`src/rtl/logic_wb_stage.sv`:
```
// Write-back stage for the logical unit: aligns issue tags with late results, queues them in a FIFO,
// drains to the register file and offers youngest-match operand forwarding.
module logic_wb_stage #(
  parameter int unsigned DATA_W = 32,
  parameter int unsigned ADDR_W = 5,
  parameter int unsigned DEPTH  = 4
) (
  input  logic                       clk,
  input  logic                       reset,
  input  logic                       issue_valid,
  output logic                       issue_ready,
  input  logic [ADDR_W-1:0]          issue_rd,
  input  logic [DATA_W-1:0]          logical_value,
  output logic                       wb_valid,
  input  logic                       wb_ready,
  output logic [ADDR_W-1:0]          wb_rd,
  output logic [DATA_W-1:0]          wb_data,
  input  logic [ADDR_W-1:0]          byp_addr,
  output logic                       byp_hit,
  output logic [DATA_W-1:0]          byp_data,
  output logic [$clog2(DEPTH):0]     count
);

  localparam int unsigned PTR_W = $clog2(DEPTH);
  localparam int unsigned CNT_W = PTR_W + 1;

  logic [ADDR_W-1:0] rd_mem   [DEPTH];
  logic [DATA_W-1:0] data_mem [DEPTH];
  logic [PTR_W-1:0]  wr_ptr;
  logic [PTR_W-1:0]  rd_ptr;
  logic [PTR_W-1:0]  byp_idx;
  logic              inflight;
  logic [ADDR_W-1:0] inflight_rd;
  logic              accept;
  logic              push;
  logic              pop;

  // Credit check covers the in-flight slot so a push can never hit a full FIFO.
  assign issue_ready = ({1'b0, count} + (CNT_W + 1)'(inflight)) < (CNT_W + 1)'(DEPTH);
  assign accept      = issue_valid && issue_ready;
  assign push        = inflight && (inflight_rd != '0);
  assign pop         = wb_valid && wb_ready;

  assign wb_valid = (count != '0);
  assign wb_rd    = wb_valid ? rd_mem[rd_ptr]   : '0;
  assign wb_data  = wb_valid ? data_mem[rd_ptr] : '0;

  always_ff @(posedge clk or posedge reset) begin
    if (reset) begin
      wr_ptr      <= '0;
      rd_ptr      <= '0;
      count       <= '0;
      inflight    <= 1'b0;
      inflight_rd <= '0;
    end else begin
      inflight    <= accept;
      inflight_rd <= issue_rd;
      if (push) wr_ptr <= wr_ptr + PTR_W'(1);
      if (pop)  rd_ptr <= rd_ptr + PTR_W'(1);
      count <= count + CNT_W'(push) - CNT_W'(pop);
    end
  end

  // Storage needs no reset: occupancy is tracked by count and pointers.
  always_ff @(posedge clk) begin
    if (push) begin
      rd_mem[wr_ptr]   <= inflight_rd;
      data_mem[wr_ptr] <= logical_value;
    end
  end

  always_ff @(posedge clk) begin
    if (!reset) assert (!(push && count == CNT_W'(DEPTH)));
  end

  // Oldest-to-newest scan so later matches win; the in-flight result is youngest of all.
  always_comb begin
    byp_hit  = 1'b0;
    byp_data = '0;
    byp_idx  = '0;
    if (byp_addr != '0) begin
      for (int i = 0; i < DEPTH; i++) begin
        byp_idx = rd_ptr + PTR_W'(i);
        if ((CNT_W'(i) < count) && (rd_mem[byp_idx] == byp_addr)) begin
          byp_hit  = 1'b1;
          byp_data = data_mem[byp_idx];
        end
      end
      if (inflight && (inflight_rd == byp_addr)) begin
        byp_hit  = 1'b1;
        byp_data = logical_value;
      end
    end
  end

endmodule

```
`config.mk`:
```
export PLATFORM = sky130hd
export DESIGN_NAME = logic_wb_stage
export DESIGN_NICKNAME = d
export VERILOG_FILES = /design/src/rtl/logic_wb_stage.sv
export SDC_FILE = /design/constraint.sdc
export NUM_CORES = 1
export LEC_CHECK = 0
export CAP_MARGIN = 25
export CORE_MARGIN = 5
export CORE_UTILIZATION = 40
export CTS_CLUSTER_DIAMETER = 60
export DETAILED_ROUTE_END_ITERATION = 8
export REMOVE_ABC_BUFFERS = 1
export SETUP_SLACK_MARGIN = 0.02
export SYNTH_ARGS = -nofsm -noshare
export SYNTH_HDL_FRONTEND = slang
export SYNTH_SLANG_ARGS = --single-unit
```
`constraint.sdc`:
```
create_clock -name clk -period 3.73 [get_ports clk]
set_input_delay 0.746 -clock clk [delete_from_list [all_inputs] [get_ports clk]]
set_output_delay 0.746 -clock clk [all_outputs]
set_load 0.02 [all_outputs]
```
==> results of run 1 <==
cells in the final DEF, fill, tap and decap left out, types with 3 or more instances in the layout:
cell type	n
sky130_fd_sc_hd__inv_1	9
sky130_fd_sc_hd__and2_2	4
sky130_fd_sc_hd__clkinvlp_4	5
sky130_fd_sc_hd__nor2_1	100
sky130_fd_sc_hd__buf_6	13
sky130_fd_sc_hd__buf_16	8
sky130_fd_sc_hd__bufinv_16	3
sky130_fd_sc_hd__xor2_1	11
sky130_fd_sc_hd__mux2i_1	73
sky130_fd_sc_hd__buf_4	127
sky130_fd_sc_hd__buf_12	14
sky130_fd_sc_hd__clkbuf_16	20
sky130_fd_sc_hd__a21oi_1	64
sky130_fd_sc_hd__and2_1	39
sky130_fd_sc_hd__ha_1	9
sky130_fd_sc_hd__xnor2_1	14
sky130_fd_sc_hd__edfxtp_1	148
sky130_fd_sc_hd__nand2_1	68
sky130_fd_sc_hd__a221oi_2	22
sky130_fd_sc_hd__a221oi_4	3
sky130_fd_sc_hd__xnor2_2	5
sky130_fd_sc_hd__nand3_1	3
sky130_fd_sc_hd__clkdlybuf4s50_1	85
sky130_fd_sc_hd__nor2_2	3
sky130_fd_sc_hd__o21ai_0	66
sky130_fd_sc_hd__dfrtp_1	11
sky130_fd_sc_hd__mux4_2	10
sky130_fd_sc_hd__a22oi_1	30
sky130_fd_sc_hd__o31ai_2	28
sky130_fd_sc_hd__a221oi_1	7
sky130_fd_sc_hd__mux4_1	5
sky130_fd_sc_hd__mux2_2	64
per-stage QoR:
step                      cell area, um^2  util, %  total power [W]
after floorplan                      9740        -          0.00657
after global placement              12200     48.8          0.00882
after detailed placement            12200     48.8          0.00886
after CTS                           13500     53.8           0.0113
after global routing                13700     54.8           0.0121
final                               13700     54.8           0.0115
worst max-delay path: stages (launching register included):
cell and delay, ns:
sky130_fd_sc_hd__dfrtp_4 0.49, sky130_fd_sc_hd__buf_12 0.14, sky130_fd_sc_hd__buf_6 0.11, sky130_fd_sc_hd__mux4_2 0.47, sky130_fd_sc_hd__xnor2_2 0.18, sky130_fd_sc_hd__nand4_1 0.20
sky130_fd_sc_hd__a311oi_4 0.30, sky130_fd_sc_hd__buf_6 0.22, sky130_fd_sc_hd__buf_12 0.14, sky130_fd_sc_hd__a221oi_2 0.06, sky130_fd_sc_hd__o31ai_2 0.32, sky130_fd_sc_hd__buf_4 0.21
sequential cells by signal, indices dropped and copies added (netlist names):
| name | cells |
|---|---|
| rd_ptr | 2 |
| inflight_rd | 5 |
| count | 3 |
| data_mem | 128 |
| wr_ptr | 2 |
| rd_mem | 20 |
| inflight | 1 |
synth_stat cells (2+ instances only):
| library cell | n | area share (%) |
|---|---|---|
| sky130_fd_sc_hd__mux2i_1 | 73 | 7.2 |
| sky130_fd_sc_hd__nor3_1 | 2 | 0.099 |
| sky130_fd_sc_hd__dfrtp_1 | 13 | 3.2 |
| sky130_fd_sc_hd__a221oi_2 | 4 | 0.59 |
| sky130_fd_sc_hd__o21ai_0 | 66 | 3.3 |
| sky130_fd_sc_hd__xor2_1 | 12 | 1.0 |
| sky130_fd_sc_hd__a21o_1 | 2 | 0.15 |
| sky130_fd_sc_hd__and2_1 | 43 | 2.7 |
| sky130_fd_sc_hd__o21a_1 | 2 | 0.15 |
| sky130_fd_sc_hd__nand3b_1 | 2 | 0.15 |
| sky130_fd_sc_hd__or4_1 | 2 | 0.15 |
| sky130_fd_sc_hd__mux4_1 | 6 | 1.6 |
| sky130_fd_sc_hd__a22oi_1 | 32 | 2.4 |
| sky130_fd_sc_hd__o31ai_2 | 30 | 3.7 |
| sky130_fd_sc_hd__o31ai_1 | 2 | 0.15 |
| sky130_fd_sc_hd__inv_1 | 9 | 0.33 |
| sky130_fd_sc_hd__buf_2 | 25 | 1.2 |
| sky130_fd_sc_hd__edfxtp_1 | 148 | 44 |
| sky130_fd_sc_hd__nand3_1 | 3 | 0.15 |
| sky130_fd_sc_hd__nor2_1 | 103 | 3.8 |
| sky130_fd_sc_hd__mux2_2 | 64 | 7.1 |
| sky130_fd_sc_hd__clkbuf_1 | 44 | 1.6 |
| sky130_fd_sc_hd__a21oi_1 | 66 | 3.3 |
| sky130_fd_sc_hd__buf_6 | 4 | 0.45 |
| sky130_fd_sc_hd__buf_1 | 6 | 0.22 |
| sky130_fd_sc_hd__nand2_1 | 68 | 2.5 |
| sky130_fd_sc_hd__a221oi_1 | 28 | 2.4 |
| sky130_fd_sc_hd__nand4_1 | 2 | 0.12 |
| sky130_fd_sc_hd__xnor2_1 | 19 | 1.6 |
| sky130_fd_sc_hd__mux4_2 | 9 | 2.0 |
| sky130_fd_sc_hd__ha_1 | 9 | 1.1 |
worst max path at each step:
stage | from | to | slack, ns
after global routing | rd_ptr[0] | byp_data[7] | -0.39
after CTS | rd_ptr[0] | byp_data[7] | -0.28
after global placement | byp_addr[1] | byp_data[17] | -0.49
after floorplan | rd_ptr[0] | byp_data[30] | -4.47
final | rd_ptr[0] | byp_data[7] | -0.29
after detailed placement | byp_addr[1] | byp_data[20] | -0.54
metal layers:
metal,vias up,share of wire (%),routed length (um),global-route usage (%)
met2,280,47,13500,32.1
met4,4,1.5,427,5.47
met1,3933,45,13000,26.5
li1,3836,-,-,-
met5,-,0.087,25,0
met3,34,6.8,1960,3.64
logic make-up after synthesis:
kind of cell               after synthesis  share of synthesized area [%]
xor gates and xnor gates                31                           2.69
DFF                                    161                           47.2
AOI/OAI and AO/OA                      238                           16.8
and+or+nand+nor                        232                           10.2
adders and majority gates               10                           1.31
buffers and inverters                   88                           3.88
muxes                                  152                           17.9
what timing repair did:
item | in CTS | in global routing
cloned | 8 | 3
setup endpoints to repair | 52 | 47
pin swaps | 45 | 12
gates resized for setup | 229 | 26
buffers inserted | 24 | 9
hold buffers | 0 | 0
power groups by stage:
stage               Sequential [W]  Clock, W  Combinational, W
global route               0.00255   0.00189           0.00769
global placement           0.00256         0           0.00625
CTS                        0.00251   0.00181           0.00694
detailed placement         0.00258         0           0.00628
finish                     0.00252   0.00179           0.00717
floorplan                  0.00299         0           0.00358
cell type report:
type / instances / area (um^2) / area share (%)
Timing Repair Buffer: 258 / 2650 / 19.3
Clock buffer: 19 / 433 / 3.16
Antenna cell: 1 / 2.50 / 0.0182
Clock inverter: 13 / 163 / 1.19
Sequential cell: 161 / 4780 / 34.8
Inverter: 9 / 33.8 / 0.246
Multi-Input combinational cell: 663 / 5250 / 38.2
Tap cell: 330 / 413 / 3.01
==> out/qor.txt, run 1 <==
==============================================================================
Classification of the worst setup path ..........................      reg2out
Filler cells ....................................................         2088
Floorplan core area .............................................  0.0250 mm^2
Width of the die ................................................       169 um
Total wire length ...............................................     28900 um
Final HPWL DP ...................................................     17400 um
Part of the power in the clock network ..........................        15.6%
Data arrival time of the critical path ..........................      3.28 ns
Fraction of registers with async set/reset ......................        8.07%
Top FF cell, synth .............................................. sky130_fd_sc_hd__edfxtp_1
Total number of yosys warnings ..................................            0
Port-buffer cells ...............................................          120
Sequential element share of the synthesized area ................        47.2%
Clock slew at reported path FFs .................................      0.06 ns
Worst hold slack across all endpoints ...........................     0.580 ns
Avg Vias per Cell ...............................................         5.56
GRT Util Overall ................................................        19.5%
Worst clock skew ................................................   0.00939 ns
Internal Power ..................................................    0.00679 W
Number of max-cap violations ....................................            0
Cell Count Post-Placement .......................................         1378
Slew of the pin with the lowest slew margin .....................     0.527 ns
Final Wtd Congestion ............................................        0.810
Vias in the first global route ..................................         7773
FF-to-FF Start ..................................................     count[2]
Htree depth .....................................................            4
Relative slew margins ...........................................        64.9%
Sw Ratio ........................................................        40.8%
CTS tree ........................................................        built
Terminus of the critical flop-to-flop path ......................     count[2]
Worst Reg2Reg Path Length in Cells ..............................            9
Req. time, crit path ............................................      2.98 ns
CTS sink count ..................................................          161
Hold Path Sink ..................................................     count[0]
Latest clock arrival within the worst-skew pair .................      0.43 ns
Static leakage power ............................................      5.16 nW
Count of boundary I/O pins ......................................          121
Sort of element at the end of the critical path .................  output port
Hold Path Class .................................................      reg2reg
Layout overhead on the synthesized area .........................        35.9%
Number of buffers inserted during clock tree synthesis ..........           17
Achievable Freq .................................................      248 MHz
Part of the power in combinational logic ........................        62.5%
Post-synthesis cell type count ..................................           45
Switch Pwr ......................................................    0.00468 W
Floorplan die height ............................................       169 um
Part of the cycle the worst path needs ..........................         108%
Count of TritonRoute iterations in the first routing pass .......            6
Worst slack at placement ........................................    -0.537 ns
Starting density of the core ....................................        40.3%
R2r setup slk ...................................................      1.14 ns
Peak VDD IR .....................................................   0.000485 V
Final hold violations ...........................................            0
Global-route wire length before repair ..........................     43300 um
Clock Path Buffers ..............................................            2
Cell depth of the worst min-delay path ..........................            1
Layout cell share with drive strength beyond 1 ..................        32.0%
Initial antenna violation count .................................            3
Initial detailed-routing violation count ........................          627
Wirelength per Cell .............................................      19.9 um
Number of placement rows ........................................           58
Total global routing overflow ...................................            0
Min-Delay Startpoint ............................................     count[0]
Minimum setup slack in the final design .........................    -0.294 ns
Number of instances in the synthesized netlist ..................          912
Total number of nets in the final design ........................         1166
Mean post-synth cell area .......................................    11.1 um^2
Number of antenna-violating nets in the routed design ...........            0
Status .......................................................... finished, violations left
Max-slew violations .............................................            0
Min Clock Period, post-route ....................................      4.02 ns
Violated checks ................................................. setup timing
Number of synthesized register bits .............................          161
Number of standard cells in the layout, taps in and fillers out .         1454
Sequential cell fraction of total power .........................        21.9%
Setup total negative slack ......................................     -6.80 ns
Number of synthesized flops with an enable pin ..................          148
Die area ........................................................  0.0285 mm^2
Power density over the cells ....................................  836 mW/mm^2
Final routed DRC violation total ................................            0
Unrepaired setup endpoints after global routing .................          yes
Total via count after detailed routing ..........................         8087
Critical-path maximum fanout ....................................            5
Sort of element at the start of the critical path ...............         flop
Root buffer cell ................................................ sky130_fd_sc_hd__clkbuf_16
Final setup violation count .....................................           32
Maximum number of pins on one net before global-route repair ....           84
Synth Cell Area .................................................  0.0101 mm^2
==============================================================================
Power figures use the tool's default switching activity.
==> run 2: changes to the inputs <==
--- a/config.mk
+++ b/config.mk
@@ -7,7 +7,7 @@
 export LEC_CHECK = 0
 export CAP_MARGIN = 25
 export CORE_MARGIN = 5
-export CORE_UTILIZATION = 40
+export CORE_UTILIZATION = 31
 export CTS_CLUSTER_DIAMETER = 60
 export DETAILED_ROUTE_END_ITERATION = 8
 export REMOVE_ABC_BUFFERS = 1
==> constraint.sdc (replaced) <==
create_clock -name clk -period 4.1 [get_ports clk]
set_input_delay 0.82 -clock clk [delete_from_list [all_inputs] [get_ports clk]]
set_output_delay 0.82 -clock clk [all_outputs]
set_load 0.02 [all_outputs]
==> run 2 against run 1 <==
Effect of this change:
- via count is 4.1% lower
- core utilization is 14 points lower
- sequential share of layout area is 1.3 points higher
- critical path type unchanged
- design area is 3.6% lower
- non-clock buffer count is 47 lower
- routed wire length is 3.9% lower
- largest cell class unchanged
- flip-flop and latch count stayed put
- the flow now finishes without violations
- clock skew is 0.0030 ns higher
- worst setup slack better by 0.32 ns
- first-iteration DRC count is 19% lower
- sequential power is 8.7% lower
==> out/qor.txt, run 2 (synthesis gave the netlist of run 1 again) <==
==================================================================================
Sort of element at the start of the critical path ...................         flop
Relative slew margins ...............................................        54.0%   -11 points
Port-buffer cells ...................................................          120   unchanged
Final hold violations ...............................................            0   unchanged
GRT Util Overall ....................................................        14.8%   -4.7 points
Cell depth of the worst min-delay path ..............................            0   -1
Max-slew violations .................................................            0   unchanged
Part of the cycle the worst path needs ..............................        99.4%
Flip-flop count of the largest register, all copies and words added .          128   unchanged
Most common library cell in the layout ignoring fill and taps ....... sky130_fd_sc_hd__edfxtp_1
Footprint of the multi-input gates .................................. 0.00513 mm^2   -2.2%
Initial detailed-routing violation count ............................          511   -19%
Sequential standard cell area ....................................... 0.00478 mm^2   unchanged
Filler cells ........................................................         3160   +51%
CTS tree ............................................................        built
Data arrival time of the critical path ..............................      3.26 ns   -0.02 ns
Vias in the first global route ......................................         7812   +0.50%
Width of the die ....................................................       190 um   +13%
Final setup violation count .........................................            0   -100%
Layout cell share with drive strength beyond 1 ......................        27.5%   -4.5 points
Global-route wire length before repair ..............................     42000 um   -3.0%
Achievable Freq .....................................................      245 MHz
Floorplan die height ................................................       190 um   +13%
Req. time, crit path ................................................      3.28 ns   +0.30 ns
Number of antenna-violating nets in the routed design ...............            0   unchanged
Total global routing overflow .......................................            0   unchanged
Maximum number of pins on one net before global-route repair ........          129   +54%
Hold Path Class .....................................................      reg2reg
Avg Vias per Cell ...................................................         5.11   -8.2%
R2r setup slk .......................................................      1.33 ns   +0.19 ns
Clock Path Buffers ..................................................            2   unchanged
Unrepaired setup endpoints after global routing .....................          yes
Count of TritonRoute iterations in the first routing pass ...........            5   -1
Count of boundary I/O pins ..........................................          121   unchanged
Wirelength per Cell .................................................      18.3 um   -8.0%
Largest register by flop count ......................................     data_mem
Hold Path Sink ...................................................... rd_mem[0][3]
Sort of element at the end of the critical path .....................  output port
Worst Path Buf+Inv ..................................................            4   -1
Slowest Stage Delay on Critical Path ................................      0.53 ns   +0.04 ns
Latest clock arrival within the worst-skew pair .....................      0.43 ns   about the same
Starting density of the core ........................................        31.2%   -9.1 points
Critical path's slowest cell ........................................ sky130_fd_sc_hd__mux4_2
Terminus of the critical flop-to-flop path ..........................     count[2]
Number of antenna diodes ............................................            0   -1
FF-to-FF Start ......................................................     count[2]
Die area ............................................................  0.0363 mm^2   +27%
Min-Delay Startpoint ................................................ inflight_rd[3]
Number of placement rows ............................................           66   +14%
Final Wtd Congestion ................................................        0.758   -6.4%
Top library cells by usage in the layout, fill and taps aside ....... sky130_fd_sc_hd__edfxtp_1, sky130_fd_sc_hd__nor2_1, sky130_fd_sc_hd__clkdlybuf4s50_1, sky130_fd_sc_hd__buf_4, sky130_fd_sc_hd__mux2i_1
Final routed DRC violation total ....................................            0   unchanged
Classification of the worst setup path ..............................      reg2out
Root buffer cell .................................................... sky130_fd_sc_hd__clkbuf_16
CTS sink count ......................................................          161   unchanged
Total via count after detailed routing ..............................         7752   -4.1%
Clock slew at reported path FFs .....................................      0.07 ns   about the same
Total number of nets in the final design ............................         1119   -4.0%
Status .............................................................. finished clean
Power density over the cells ........................................  745 mW/mm^2   -11%
Min Clock Period, post-route ........................................      4.08 ns
Htree depth .........................................................            4   unchanged
Total wire length ...................................................     27700 um   -3.9%
Power after layout ..................................................    0.00986 W   -14%
Final HPWL DP .......................................................     17800 um   +2.6%
Peak VDD IR .........................................................   0.000497 V   +2.3%
Logic depth of the worst setup path including buffers ...............           10   -1
Setup total negative slack ..........................................         0 ns   +6.80 ns
Layout overhead on the synthesized area .............................        31.0%
Slew of the pin with the lowest slew margin .........................     0.691 ns   +0.164 ns
Largest registers ranked by flip-flop count ......................... data_mem: 128 flops, rd_mem: 20 flops, inflight_rd: 5 flops
Critical-path maximum fanout ........................................            8   +3
Number of max-cap violations ........................................            0   unchanged
Series of cell instances along the critical path .................... buf_8 -> mux4_2 -> xor2_1 -> a21o_1 -> a311oi_4 -> buf_6 -> buf_12 -> a221oi_2 -> o31ai_2 -> buf_4
Worst Reg2Reg Path Length in Cells ..................................            8   -1
Static leakage power ................................................      4.84 nW   -6.4%
Cell type group with the largest total delay on the critical path ... compound AO/OA/AOI/OAI gates
Floorplan core area .................................................  0.0324 mm^2   +29%
Number of buffers inserted during clock tree synthesis ..............           17   unchanged
Initial antenna violation count .....................................            2   -1
Worst clock skew ....................................................    0.0124 ns   +0.00300 ns
==================================================================================
## run 2: cell types whose count changed in the layout (fill, tap and decap cells not counted), sizes merged
cell / change
diode: -1
clkinv: -2
clkinvlp: -1
dlygate4sd2: -1
buf: -45
clkdlybuf4s50: -1
clkbuf: -1
bufbuf: -2
dlymetal6s2s: +2
inv: +4
## run 2: how the worst max path moves through the flow
stage,startpoint,end
final,rd_ptr[0],byp_data[26]
after global routing,rd_ptr[0],byp_data[26]
after CTS,rd_ptr[0],byp_data[12]
after detailed placement,byp_addr[1],byp_data[20]
after global placement,byp_addr[1],byp_data[20]
after floorplan,rd_ptr[0],byp_data[30]
## run 2: timing repair
item / CTS / global route
gates cloned: 0 / 2
pin swaps: 7 / 23
resized for setup: 137 / 57
hold buffers: 0 / 0
buffers inserted: 3 / 20
setup endpoints to repair: 35 / 49
## run 2: cell type report
cell class | count | area share [%]
clock inverters | 14 | 1.36
inverters | 9 | 0.255
well taps | 442 | 4.18
multi-input cells | 663 | 38.8
flip-flops and latches | 161 | 36.1
repair buffers | 211 | 16.1
clock buffers | 18 | 3.24
## run 2: per-layer routing
layer | GRT usage, % | wire length, um | vias up
li1 | - | - | 3728
met1 | 19.2 | 12300 | 3768
met2 | 25.0 | 13500 | 212
met3 | 3.52 | 1490 | 40
met4 | 3.67 | 447 | 4
met5 | 0 | 27 | -
## run 2: through the flow
| step | hold slack (ns) | cells | utilization, % | setup slack [ns] | area [um^2] |
|---|---|---|---|---|---|
| finish | 0.577 | 1518 | 40.9 | 0.0249 | 13200 |
| global route | 0.611 | 1518 | 40.9 | -0.100 | 13200 |
| CTS | 0.590 | 1497 | 39.7 | 0.0178 | 12800 |
| detailed placement | 0.576 | 1462 | 38.0 | -0.362 | 12300 |
| global placement | 0.561 | 1462 | 38.0 | -0.324 | 12300 |
| floorplan | 0.506 | 833 | - | -4.17 | 9740 |
## run 2: report_power, final
| part | switching, W | internal [W] | leakage (nW) | total (W) |
|---|---|---|---|---|
| clock network | 0.000683 | 0.000970 | 0.286 | 0.00165 |
| logic | 0.00321 | 0.00269 | 3.05 | 0.00590 |
| registers | 0.000175 | 0.00213 | 1.50 | 0.00230 |
| total | 0.00407 | 0.00579 | 4.84 | 0.00986 |
